[config.mk]
export PLATFORM = sky130hd
export DESIGN_NAME = hwag_core
export DESIGN_NICKNAME = d
export VERILOG_FILES = /design/src/rtl/hwag_pkg.sv /design/src/rtl/hwag_capture.sv /design/src/rtl/hwag_core.sv
export SDC_FILE = /design/constraint.sdc
export NUM_CORES = 1
export LEC_CHECK = 0
export ABC_AREA = 1
export ABC_CLOCK_PERIOD_IN_PS = 4000
export BUFFER_PORTS_ARGS = -buffer_cell sky130_fd_sc_hd__buf_2
export CORE_ASPECT_RATIO = 0.7
export CORE_MARGIN = 5
export CORE_UTILIZATION = 30
export DETAILED_ROUTE_END_ITERATION = 7
export SLEW_MARGIN = 20
export SYNTH_ARGS = -nofsm -noshare
export SYNTH_HDL_FRONTEND = slang
export SYNTH_SLANG_ARGS = --single-unit
[constraint.sdc]
create_clock -name clk -period 4 [get_ports clk]
set_input_delay 0.8 -clock clk [delete_from_list [all_inputs] [get_ports clk]]
set_output_delay 0.8 -clock clk [all_outputs]
set_load 0.05 [all_outputs]
[src/rtl/hwag_pkg.sv]
// Shared constants and state type for the 60-2 crank angle generator.
package hwag_pkg;

    localparam int TEETH     = 58;
    localparam int GAP_TEETH = 2;
    localparam int SUB_W     = 6;

    localparam int TCNT_W    = 6;
    localparam int ANGLE_W   = 12;
    localparam int SUB_CNT_W = 8;

    localparam logic [TCNT_W-1:0]    LAST_TOOTH    = TCNT_W'(TEETH - 1);
    // The last tooth spans itself plus the missing teeth before the next edge.
    localparam logic [SUB_CNT_W-1:0] SUB_LIM_TOOTH = SUB_CNT_W'((1 << SUB_W) - 1);
    localparam logic [SUB_CNT_W-1:0] SUB_LIM_LAST  = SUB_CNT_W'(((GAP_TEETH + 1) << SUB_W) - 1);

    typedef enum logic [1:0] {
        ST_WAIT1,
        ST_SEARCH,
        ST_SYNC
    } hwag_state_t;

endpackage

[src/rtl/hwag_capture.sv]
// Crank input synchronizer; emits a one-cycle tooth event on the selected edge.
module hwag_capture
    import hwag_pkg::*;
(
    input  logic clk,
    input  logic rst,
    input  logic cap,
    input  logic cap_edge_sel,
    output logic tooth_event
);

    logic sync1;
    logic sync2;
    logic sync_d;

    always_ff @(posedge clk or posedge rst) begin
        if (rst) begin
            sync1       <= 1'b0;
            sync2       <= 1'b0;
            sync_d      <= 1'b0;
            tooth_event <= 1'b0;
        end else begin
            sync1       <= cap;
            sync2       <= sync1;
            sync_d      <= sync2;
            tooth_event <= cap_edge_sel ? (sync2 & ~sync_d) : (~sync2 & sync_d);
        end
    end

endmodule

[src/rtl/hwag_core.sv]
// Hardware angle generator: measures tooth periods, locks onto the missing-tooth
// gap and interpolates angle between teeth.
module hwag_core
    import hwag_pkg::*;
#(
    parameter int PCNT_W = 24
) (
    input  logic               clk,
    input  logic               rst,
    input  logic               cap,
    input  logic               cap_edge_sel,
    output logic               hwag_sync,
    output logic [TCNT_W-1:0]  hwag_tcnt,
    output logic [ANGLE_W-1:0] hwag_angle,
    output logic [PCNT_W-1:0]  hwag_period,
    output logic               hwag_err
);

    localparam int STEP_W = PCNT_W - SUB_W;

    logic                 tooth_event;
    hwag_state_t          state;
    hwag_state_t          state_next;
    logic                 armed;
    logic                 armed_next;
    logic [TCNT_W-1:0]    tcnt;
    logic [TCNT_W-1:0]    tcnt_next;
    logic                 err_next;
    logic [PCNT_W-1:0]    pcnt;
    logic [PCNT_W-1:0]    t_prev;
    logic [PCNT_W-1:0]    t_cur;
    logic                 gap;
    logic                 stall;
    logic                 period_valid;
    logic [SUB_CNT_W-1:0] sub;
    logic [SUB_CNT_W-1:0] sub_lim;
    logic [STEP_W-1:0]    step_cnt;
    logic [STEP_W-1:0]    step_len;

    hwag_capture u_capture (
        .clk          (clk),
        .rst          (rst),
        .cap          (cap),
        .cap_edge_sel (cap_edge_sel),
        .tooth_event  (tooth_event)
    );

    // Interval ending at this event, compared against the one before it.
    assign t_cur        = (&pcnt) ? pcnt : pcnt + 1'b1;
    assign gap          = {1'b0, t_cur} >= {t_prev, 1'b0};
    assign stall        = {2'b00, pcnt} > {t_prev, 2'b00};
    assign period_valid = (state != ST_WAIT1) || armed;

    always_ff @(posedge clk or posedge rst) begin
        if (rst) begin
            pcnt        <= '0;
            t_prev      <= '0;
            hwag_period <= '0;
        end else if (tooth_event) begin
            pcnt <= '0;
            if (period_valid) begin
                t_prev <= t_cur;
                if (state == ST_WAIT1 || !gap) begin
                    hwag_period <= t_cur;
                end
            end
        end else if (!(&pcnt)) begin
            pcnt <= pcnt + 1'b1;
        end
    end

    always_comb begin
        state_next = state;
        armed_next = armed;
        tcnt_next  = tcnt;
        err_next   = 1'b0;
        case (state)
            ST_WAIT1: begin
                if (tooth_event) begin
                    if (armed) begin
                        state_next = ST_SEARCH;
                    end else begin
                        armed_next = 1'b1;
                    end
                end
            end
            ST_SEARCH: begin
                if (tooth_event) begin
                    if (gap) begin
                        state_next = ST_SYNC;
                        tcnt_next  = '0;
                    end
                end else if (stall) begin
                    state_next = ST_WAIT1;
                    armed_next = 1'b0;
                end
            end
            ST_SYNC: begin
                if (tooth_event) begin
                    if (gap && tcnt == LAST_TOOTH) begin
                        tcnt_next = '0;
                    end else if (!gap && tcnt != LAST_TOOTH) begin
                        tcnt_next = tcnt + 1'b1;
                    end else begin
                        err_next   = 1'b1;
                        state_next = ST_SEARCH;
                        tcnt_next  = '0;
                    end
                end else if (stall) begin
                    err_next   = 1'b1;
                    state_next = ST_WAIT1;
                    armed_next = 1'b0;
                    tcnt_next  = '0;
                end
            end
            default: begin
                state_next = ST_WAIT1;
                armed_next = 1'b0;
                tcnt_next  = '0;
            end
        endcase
    end

    always_ff @(posedge clk or posedge rst) begin
        if (rst) begin
            state    <= ST_WAIT1;
            armed    <= 1'b0;
            tcnt     <= '0;
            hwag_err <= 1'b0;
        end else begin
            state    <= state_next;
            armed    <= armed_next;
            tcnt     <= tcnt_next;
            hwag_err <= err_next;
        end
    end

    // Sub-steps restart on every tooth and hold just short of the next edge.
    assign step_len = (hwag_period[PCNT_W-1:SUB_W] == '0) ? {{(STEP_W-1){1'b0}}, 1'b1}
                                                          : hwag_period[PCNT_W-1:SUB_W];
    assign sub_lim  = (tcnt == LAST_TOOTH) ? SUB_LIM_LAST : SUB_LIM_TOOTH;

    always_ff @(posedge clk or posedge rst) begin
        if (rst) begin
            sub      <= '0;
            step_cnt <= '0;
        end else if (state != ST_SYNC || tooth_event) begin
            sub      <= '0;
            step_cnt <= '0;
        end else if (step_cnt + 1'b1 >= step_len) begin
            step_cnt <= '0;
            if (sub < sub_lim) begin
                sub <= sub + 1'b1;
            end
        end else begin
            step_cnt <= step_cnt + 1'b1;
        end
    end

    assign hwag_sync  = (state == ST_SYNC);
    assign hwag_tcnt  = hwag_sync ? tcnt : '0;
    assign hwag_angle = hwag_sync ? ({tcnt, {SUB_W{1'b0}}} + ANGLE_W'(sub)) : '0;

endmodule

==> results of run 1 <==
[flip-flops by register name, summed over array words and instances (netlist names)]
register / cells
armed: 1
hwag_err: 1
hwag_period: 24
pcnt: 24
state: 2
step_cnt: 18
sub: 8
t_prev: 24
tcnt: 6
u_capture.sync1: 1
u_capture.sync2: 1
u_capture.sync_d: 1
u_capture.tooth_event: 1
[how the worst max path moves through the flow]
stage	start	endpoint	slack, ns	cells after the start
floorplan	rst	armed	0.24	1
global placement	pcnt[0]	state[1]	0.06	25
detailed placement	pcnt[0]	state[0]	0.06	26
CTS	pcnt[0]	state[0]	0.03	26
global route	pcnt[2]	state[1]	-0.03	26
finish	pcnt[1]	state[0]	0.25	28
[cell families (layout without fill, tap and decap cells)]
logic type                 Yosys count  count (layout)  synth area share, %
and+or+nand+nor                    434             434                 25.9
xor gates and xnor gates            36              36                 4.30
buffers and inverters              180             246                 9.50
DFF                                112             112                 38.2
AOI/OAI and AO/OA                  117             117                 8.54
adders and majority gates           79              79                 13.6
[cells in the mapped netlist]
| library cell | number |
|---|---|
| nand2_1 | 234 |
| inv_1 | 155 |
| dfrtp_1 | 112 |
| nor2_1 | 82 |
| ha_1 | 78 |
| o21ai_0 | 47 |
| a21oi_1 | 39 |
| nand3_1 | 33 |
| xor2_1 | 27 |
| nor3_1 | 25 |
| nand4_1 | 21 |
| clkbuf_1 | 16 |
| o21ai_1 | 16 |
| nor4_1 | 10 |
| nor3b_1 | 9 |
| xnor2_1 | 9 |
| nand2_2 | 6 |
| a21o_1 | 4 |
| nand3b_1 | 4 |
| buf_2 | 3 |
| o21a_1 | 3 |
| o21bai_1 | 3 |
| a22oi_1 | 2 |
| and2_1 | 2 |
| buf_6 | 2 |
| a32o_1 | 1 |
| a41o_1 | 1 |
| and3_1 | 1 |
| buf_1 | 1 |
| clkinv_1 | 1 |
| fa_1 | 1 |
| inv_2 | 1 |
| inv_4 | 1 |
| nand2_4 | 1 |
| nand3_2 | 1 |
| nor2_2 | 1 |
| nor2_4 | 1 |
| nor2_8 | 1 |
| nor3_2 | 1 |
| o22ai_1 | 1 |
| or2_2 | 1 |
[layout by cell type (no fill, tap or decap), drive strengths merged, types with 10 or more instances in the layout]
cell,instances
ha,78
nor3,26
nand4,21
a21oi,39
inv,157
xor2,27
nor2,85
nor4,10
nand2,241
o21ai,63
buf,72
clkbuf,10
nand3,34
dfrtp,112
[metal layers]
layer / share of wire [%] / track usage [%] / wire (um) / vias up
li1: - / - / - / 3194
met1: 55 / 22.9 / 10400 / 2923
met2: 38 / 18.3 / 7320 / 167
met3: 6.1 / 3.29 / 1170 / 15
met4: 0.97 / 2.48 / 186 / 0
met5: 0 / 0 / 0 / -
[repair_timing]
| item | in CTS | in global routing |
|---|---|---|
| endpoints found under the setup margin | 0 | 30 |
| setup buffers | 0 | 7 |
| resized for setup | 0 | 31 |
[per-stage QoR]
| stage | cell area (um^2) | utilization (%) | setup slack [ns] | TNS (ns) |
|---|---|---|---|---|
| after detailed placement | 8030 | 33.6 | 0.0606 | 0 |
| after CTS | 8330 | 34.9 | 0.0295 | 0 |
| after global routing | 8500 | 35.6 | -0.0326 | -0.0606 |
| final | 8500 | 35.6 | 0.249 | 0 |
| after floorplan | 7340 | - | 0.241 | 0 |
| after global placement | 8030 | 33.6 | 0.0634 | 0 |
[power groups by stage]
stage	registers [W]	logic, W	clock network [W]
after floorplan	0.00131	0.000606	0
after global placement	0.00126	0.000888	0
after detailed placement	0.00126	0.000886	0
after CTS	0.00124	0.000890	0.000972
after global routing	0.00125	0.00105	0.00102
final	0.00124	0.000929	0.000941
[worst max-delay path, delay by kind of cell (launching register included)]
kind                     cells  cell delay [ns]
XOR/XNOR                     1             0.19
adder cells (fa/ha/maj)      3             0.64
buffers and inverters        4             0.25
flip-flops                   1             0.41
AND/OR/NAND/NOR             20             2.19
[cell type report]
class,instances,area [um^2]
Clock inverter,6,70.1
Sequential cell,112,2810
Tap cell,318,398
Multi-Input combinational cell,666,3950
Inverter,158,598
Timing Repair Buffer,72,448
Fill cell,2533,15400
Clock buffer,10,229
==> results.py, run 1 <==
metrics = {
    "outcome": {
        "run_status": "complete, no violations",
    },
    "setup_path": {
        "arrival_ns": 4.06,
        "path_class": "register to register",
        "slowest_stage": "dfrtp_2",
        "critPathLaunchType": "register",
        "rr_endpoint": "state[0]",
        "worstReg2RegStart": "pcnt[1]",
        "reg2regPathDepth": 28,
        "crit_path_end_kind": "register",
        "crit_top_cell": "nand2_1",
        "cp.required_ns": 4.31,
        "worst_path_largest_cell_delay_ns": 0.41,
        "reg2reg_setup_slack_ns": 0.25,
        "path_max_fanout": 6,
    },
    "timing": {
        "setup-violations-final": 0,
        "relSlewSlack_pct": 43.5,
        "worst_pin_slew_ns": 0.840,
        "skew_ns": 0.00910,
        "finalHoldViolCount": 0,
        "final_max_slew_viol_count": 0,
        "whs_ns": 0.351,
        "finalCritPeriodShare_pct": 93.8,
        "clock.fmax_ghz": 0.267,
        "fin_crit_ns": 3.75,
    },
    "power_and_ir_drop": {
        "leakage_nw": 4.56,
        "ir_drop_v": 0.000246,
        "pwr-share-seq_pct": 39.9,
        "internal_power_w": 0.00196,
        "power_density_mw_per_mm2": 366,
        "fin_total_pwr_w": 0.00311,
        "switchingPower_w": 0.00115,
        "p_clk_share_pct": 30.2,
        "p_comb_share_pct": 29.9,
        "sw_frac_of_total_pct": 37.0,
    },
    "yosys": {
        "synth_top_cells_by_area": "dfrtp_1, ha_1, nand2_1, inv_1, nor2_1",
        "synth_top_area_cell": "dfrtp_1",
        "synth_top_area_share_pct": 38.2,
        "ys_warn_count": 0,
        "syn-mean-instance-area_um2": 7.66,
        "syn-cell-area_mm2": 0.00734,
        "ys_ff_latch": 112,
        "synth.distinct_cells": 41,
        "yosysSeqAreaShare_pct": 38.2,
        "synthCells": 958,
        "syn-num-nets": 1041,
    },
    "global_route": {
        "grt_pass1_vias": 5758,
        "grt-ovfl-total": 0,
        "grt_pass1_wl_mm": 31.2,
        "track_usage_pct": 14.0,
        "antenna_found_initial": 0,
        "grt_max_degree": 113,
    },
    "floorplanning": {
        "start_util_pct": 30.7,
        "ioPinCount": 48,
        "die_y_um": 141,
        "dieArea_mm2": 0.0277,
        "fp.dieW_um": 197,
        "core_mm2": 0.0239,
        "rows": 47,
    },
    "drt": {
        "wl_per_cell_um": 14.2,
        "drt_first_iter_violations": 470,
        "vias": 6299,
        "drc": 0,
        "firstDrtPassIters": 5,
        "routed_wl_mm": 19.1,
        "drt-vias-per-instance": 4.69,
        "drt.antenna.violating_nets": 0,
    },
    "clock_network": {
        "clk_latency_ns": 0.37,
        "htreeDepth": 3,
        "path_clk_slew_ns": 0.07,
        "cts_inserted_buffers": 9,
        "root_buffer": "clkbuf_16",
        "clock_sinks": 112,
        "cts_tree": "done",
        "hold_buffers": 0,
        "cts.path.max_buffers": 2,
    },
    "placed_design": {
        "io_buffers": 47,
        "gp_congestion": 0.898,
        "dpl.hpwl_mm": 14.4,
        "place_inst": 1319,
    },
    "finish": {
        "nets": 1102,
        "finalNonFillerCells": 1342,
        "area_growth_pct": 15.9,
        "final_layout_size_suffix_gt1_share_pct": 12.6,
        "diodes": 0,
    },
    "flow_run": {
        "maxCapViolations": 0,
    },
    "min_path": {
        "hold_class": "register to register",
        "hold_path_startpoint": "u_capture.sync1",
        "hold_depth": 0,
        "holdPathEnd": "u_capture.sync2",
    },
}
Note: power is estimated with default switching activity, not from simulation.
==> run 2: changes to the inputs <==
--- a/config.mk
+++ b/config.mk
@@ -12,4 +12,5 @@
 export CORE_MARGIN = 5
 export CORE_UTILIZATION = 30
+export CTS_BUF_LIST = sky130_fd_sc_hd__clkbuf_2
 export DETAILED_ROUTE_END_ITERATION = 7
 export SLEW_MARGIN = 20
==> constraint.sdc (replaced) <==
create_clock -name clk -period 4 [get_ports clk]
set_input_delay 0.8 -clock clk [delete_from_list [all_inputs] [get_ports clk]]
set_output_delay 0.8 -clock clk [all_outputs]
set_load 0.005 [all_outputs]
==> run 2 against run 1 <==
Effect of this change:
- clock skew rose by 0.029 ns
- global-route usage down 0.11 points
- die area is the same
- combinational power decreased by 9.1%
- utilization fell by 1.1 points
- flip-flop and latch count unchanged
- total power is 13% lower
- worst hold slack worse by 0.13 ns
- worst setup slack worse by 0.0011 ns
- sequential power hardly changed
- critical path type unchanged
- largest cell class unchanged
- highest routed layer unchanged
==> results.py, run 2 (synthesized netlist as in run 1, its figures left out) <==
metrics = {
    "clock_network": {
        "clk_latency_ns": 0.68,
        "cts_inserted_buffers": 9,
        "cts_tree": "done",
        "clock_sinks": 112,
        "path_clk_slew_ns": 0.30,
        "cts.path.max_buffers": 2,
        "htreeDepth": 3,
        "root_buffer": "clkbuf_2",
        "hold_buffers": 0,
    },
    "global_route": {
        "grt_pass1_wl_mm": 31.0,
        "grt-ovfl-total": 0,
        "antenna_found_initial": 0,
        "grt_max_degree": 67,
        "grt_pass1_vias": 5673,
        "track_usage_pct": 13.9,
    },
    "timing": {
        "clock.fmax_ghz": 0.267,
        "finalCritPeriodShare_pct": 93.8,
        "finalHoldViolCount": 0,
        "worst_pin_slew_ns": 0.847,
        "final_max_slew_viol_count": 0,
        "fin_crit_ns": 3.75,
        "setup-violations-final": 0,
        "setup_tns_ns": 0,
        "relSlewSlack_pct": 43.0,
        "skew_ns": 0.0382,
    },
    "finish": {
        "top_regs": "hwag_period (24), pcnt (24), t_prev (24)",
        "fill_cells": 2586,
        "diodes": 0,
        "mostFrequentLayoutCell": "nand2_1",
        "final_layout_size_suffix_gt1_share_pct": 11.3,
        "postLayoutCoreUtil_pct": 34.5,
        "finalNonFillerCells": 1337,
        "nets": 1097,
        "area_growth_pct": 12.3,
        "layout_common_cells": "nand2_1, inv_1, dfrtp_1, nor2_1, ha_1",
        "seq_area_mm2": 0.00281,
        "multi_input_area_mm2": 0.00391,
    },
    "setup_path": {
        "slowest_stage": "dfrtp_1",
        "crit_top_cell": "nand2_1",
        "critPathTopFamily": "simple AND/OR/NAND/NOR gates",
        "worst_path_largest_cell_delay_ns": 0.46,
        "path_class": "register to register",
        "critPathLaunchType": "register",
        "crit_path_end_kind": "register",
        "critPathBufInv": 4,
        "cp.required_ns": 4.62,
        "arrival_ns": 4.37,
        "path_max_fanout": 4,
    },
    "floorplanning": {
        "fp.dieW_um": 197,
        "rows": 47,
        "ioPinCount": 48,
        "dieArea_mm2": 0.0277,
        "core_mm2": 0.0239,
        "die_y_um": 141,
        "start_util_pct": 30.7,
    },
    "power_and_ir_drop": {
        "ir_drop_v": 0.000162,
        "power_density_mw_per_mm2": 327,
        "leakage_nw": 4.45,
    },
    "placed_design": {
        "gp_congestion": 0.879,
        "place_inst": 1320,
        "io_buffers": 47,
        "dpl.hpwl_mm": 14.7,
    },
    "drt": {
        "vias": 6145,
        "firstDrtPassIters": 5,
        "met3WireLength_um": 848,
        "top_layer_used": "met4",
        "drt-vias-per-instance": 4.60,
        "drc": 0,
        "wl_per_cell_um": 14.0,
        "wl_met2_mm": 6.99,
        "routed_wl_mm": 18.7,
        "drt_first_iter_violations": 368,
        "wl_met1_mm": 10.8,
        "drt.antenna.violating_nets": 0,
    },
    "outcome": {
        "run_status": "complete, no violations",
    },
    "min_path": {
        "hold_class": "input port to register",
    },
    "flow_run": {
        "maxCapViolations": 0,
    },
}
## run 2: cell types whose count changed in the layout (fill, tap and decap cells not counted), sizes merged
cell | previous run | this run
buf | 72 | 67
clkinvlp | 3 | 1
bufinv | 1 | 2
clkbuf | 10 | 11
## run 2: final cells by class
| class | count | area share, % |
|---|---|---|
| well taps | 318 | 4.83 |
| repair buffers | 67 | 4.83 |
| clock inverters | 5 | 0.987 |
| multi-input cells | 666 | 47.4 |
| inverters | 158 | 7.26 |
| clock buffers | 11 | 0.668 |
| flip-flops and latches | 112 | 34.0 |
## run 2: path summary, 6_finish.rpt
| path | start | end | slack (ns) | cells past startpoint |
|---|---|---|---|---|
| worst min register to register | u_capture.sync1 | u_capture.sync2 | 0.39 | 0 |
| max in group asynchronous | rst | step_cnt[0] | 2.85 | 3 |
| worst max-delay path | pcnt[1] | state[0] | 0.25 | 26 |
| worst max register to register | pcnt[1] | state[0] | 0.25 | 26 |
| min in group asynchronous | rst | tcnt[3] | 0.24 | 2 |
| worst min-delay path | cap | u_capture.sync1 | 0.23 | 1 |
## run 2: per-layer routing
| layer | vias up | global-route usage [%] |
|---|---|---|
| met4 | 0 | 2.55 |
| met1 | 2826 | 23.2 |
| met5 | - | 0 |
| li1 | 3180 | - |
| met3 | 11 | 2.74 |
| met2 | 128 | 18.0 |
## run 2: power breakdown
group	switching [W]	internal, W	total, W
Clock	0.000395	0.000212	0.000606
Sequential	0.0000505	0.00120	0.00125
Combinational	0.000574	0.000270	0.000844
Total	0.00102	0.00168	0.00270
## run 2: through the flow
step / power [W] / setup slack, ns / hold WS (ns) / area, um^2
5_1_grt: 0.00290 / -0.0332 / 0.152 / 8240
6_report: 0.00270 / 0.248 / 0.226 / 8240
2_1_floorplan: 0.00184 / 0.241 / 0.331 / 7340
3_3_place_gp: 0.00208 / 0.0883 / 0.333 / 8030
4_1_cts: 0.00271 / 0.0481 / 0.145 / 8160
3_5_place_dp: 0.00208 / 0.123 / 0.337 / 8030
## run 2: repair_timing
action / CTS / global route
setup endpoints to repair: 0 / 29
buffers inserted: 0 / 1
hold endpoints to repair: 0 / 0
gates resized for setup: 0 / 20
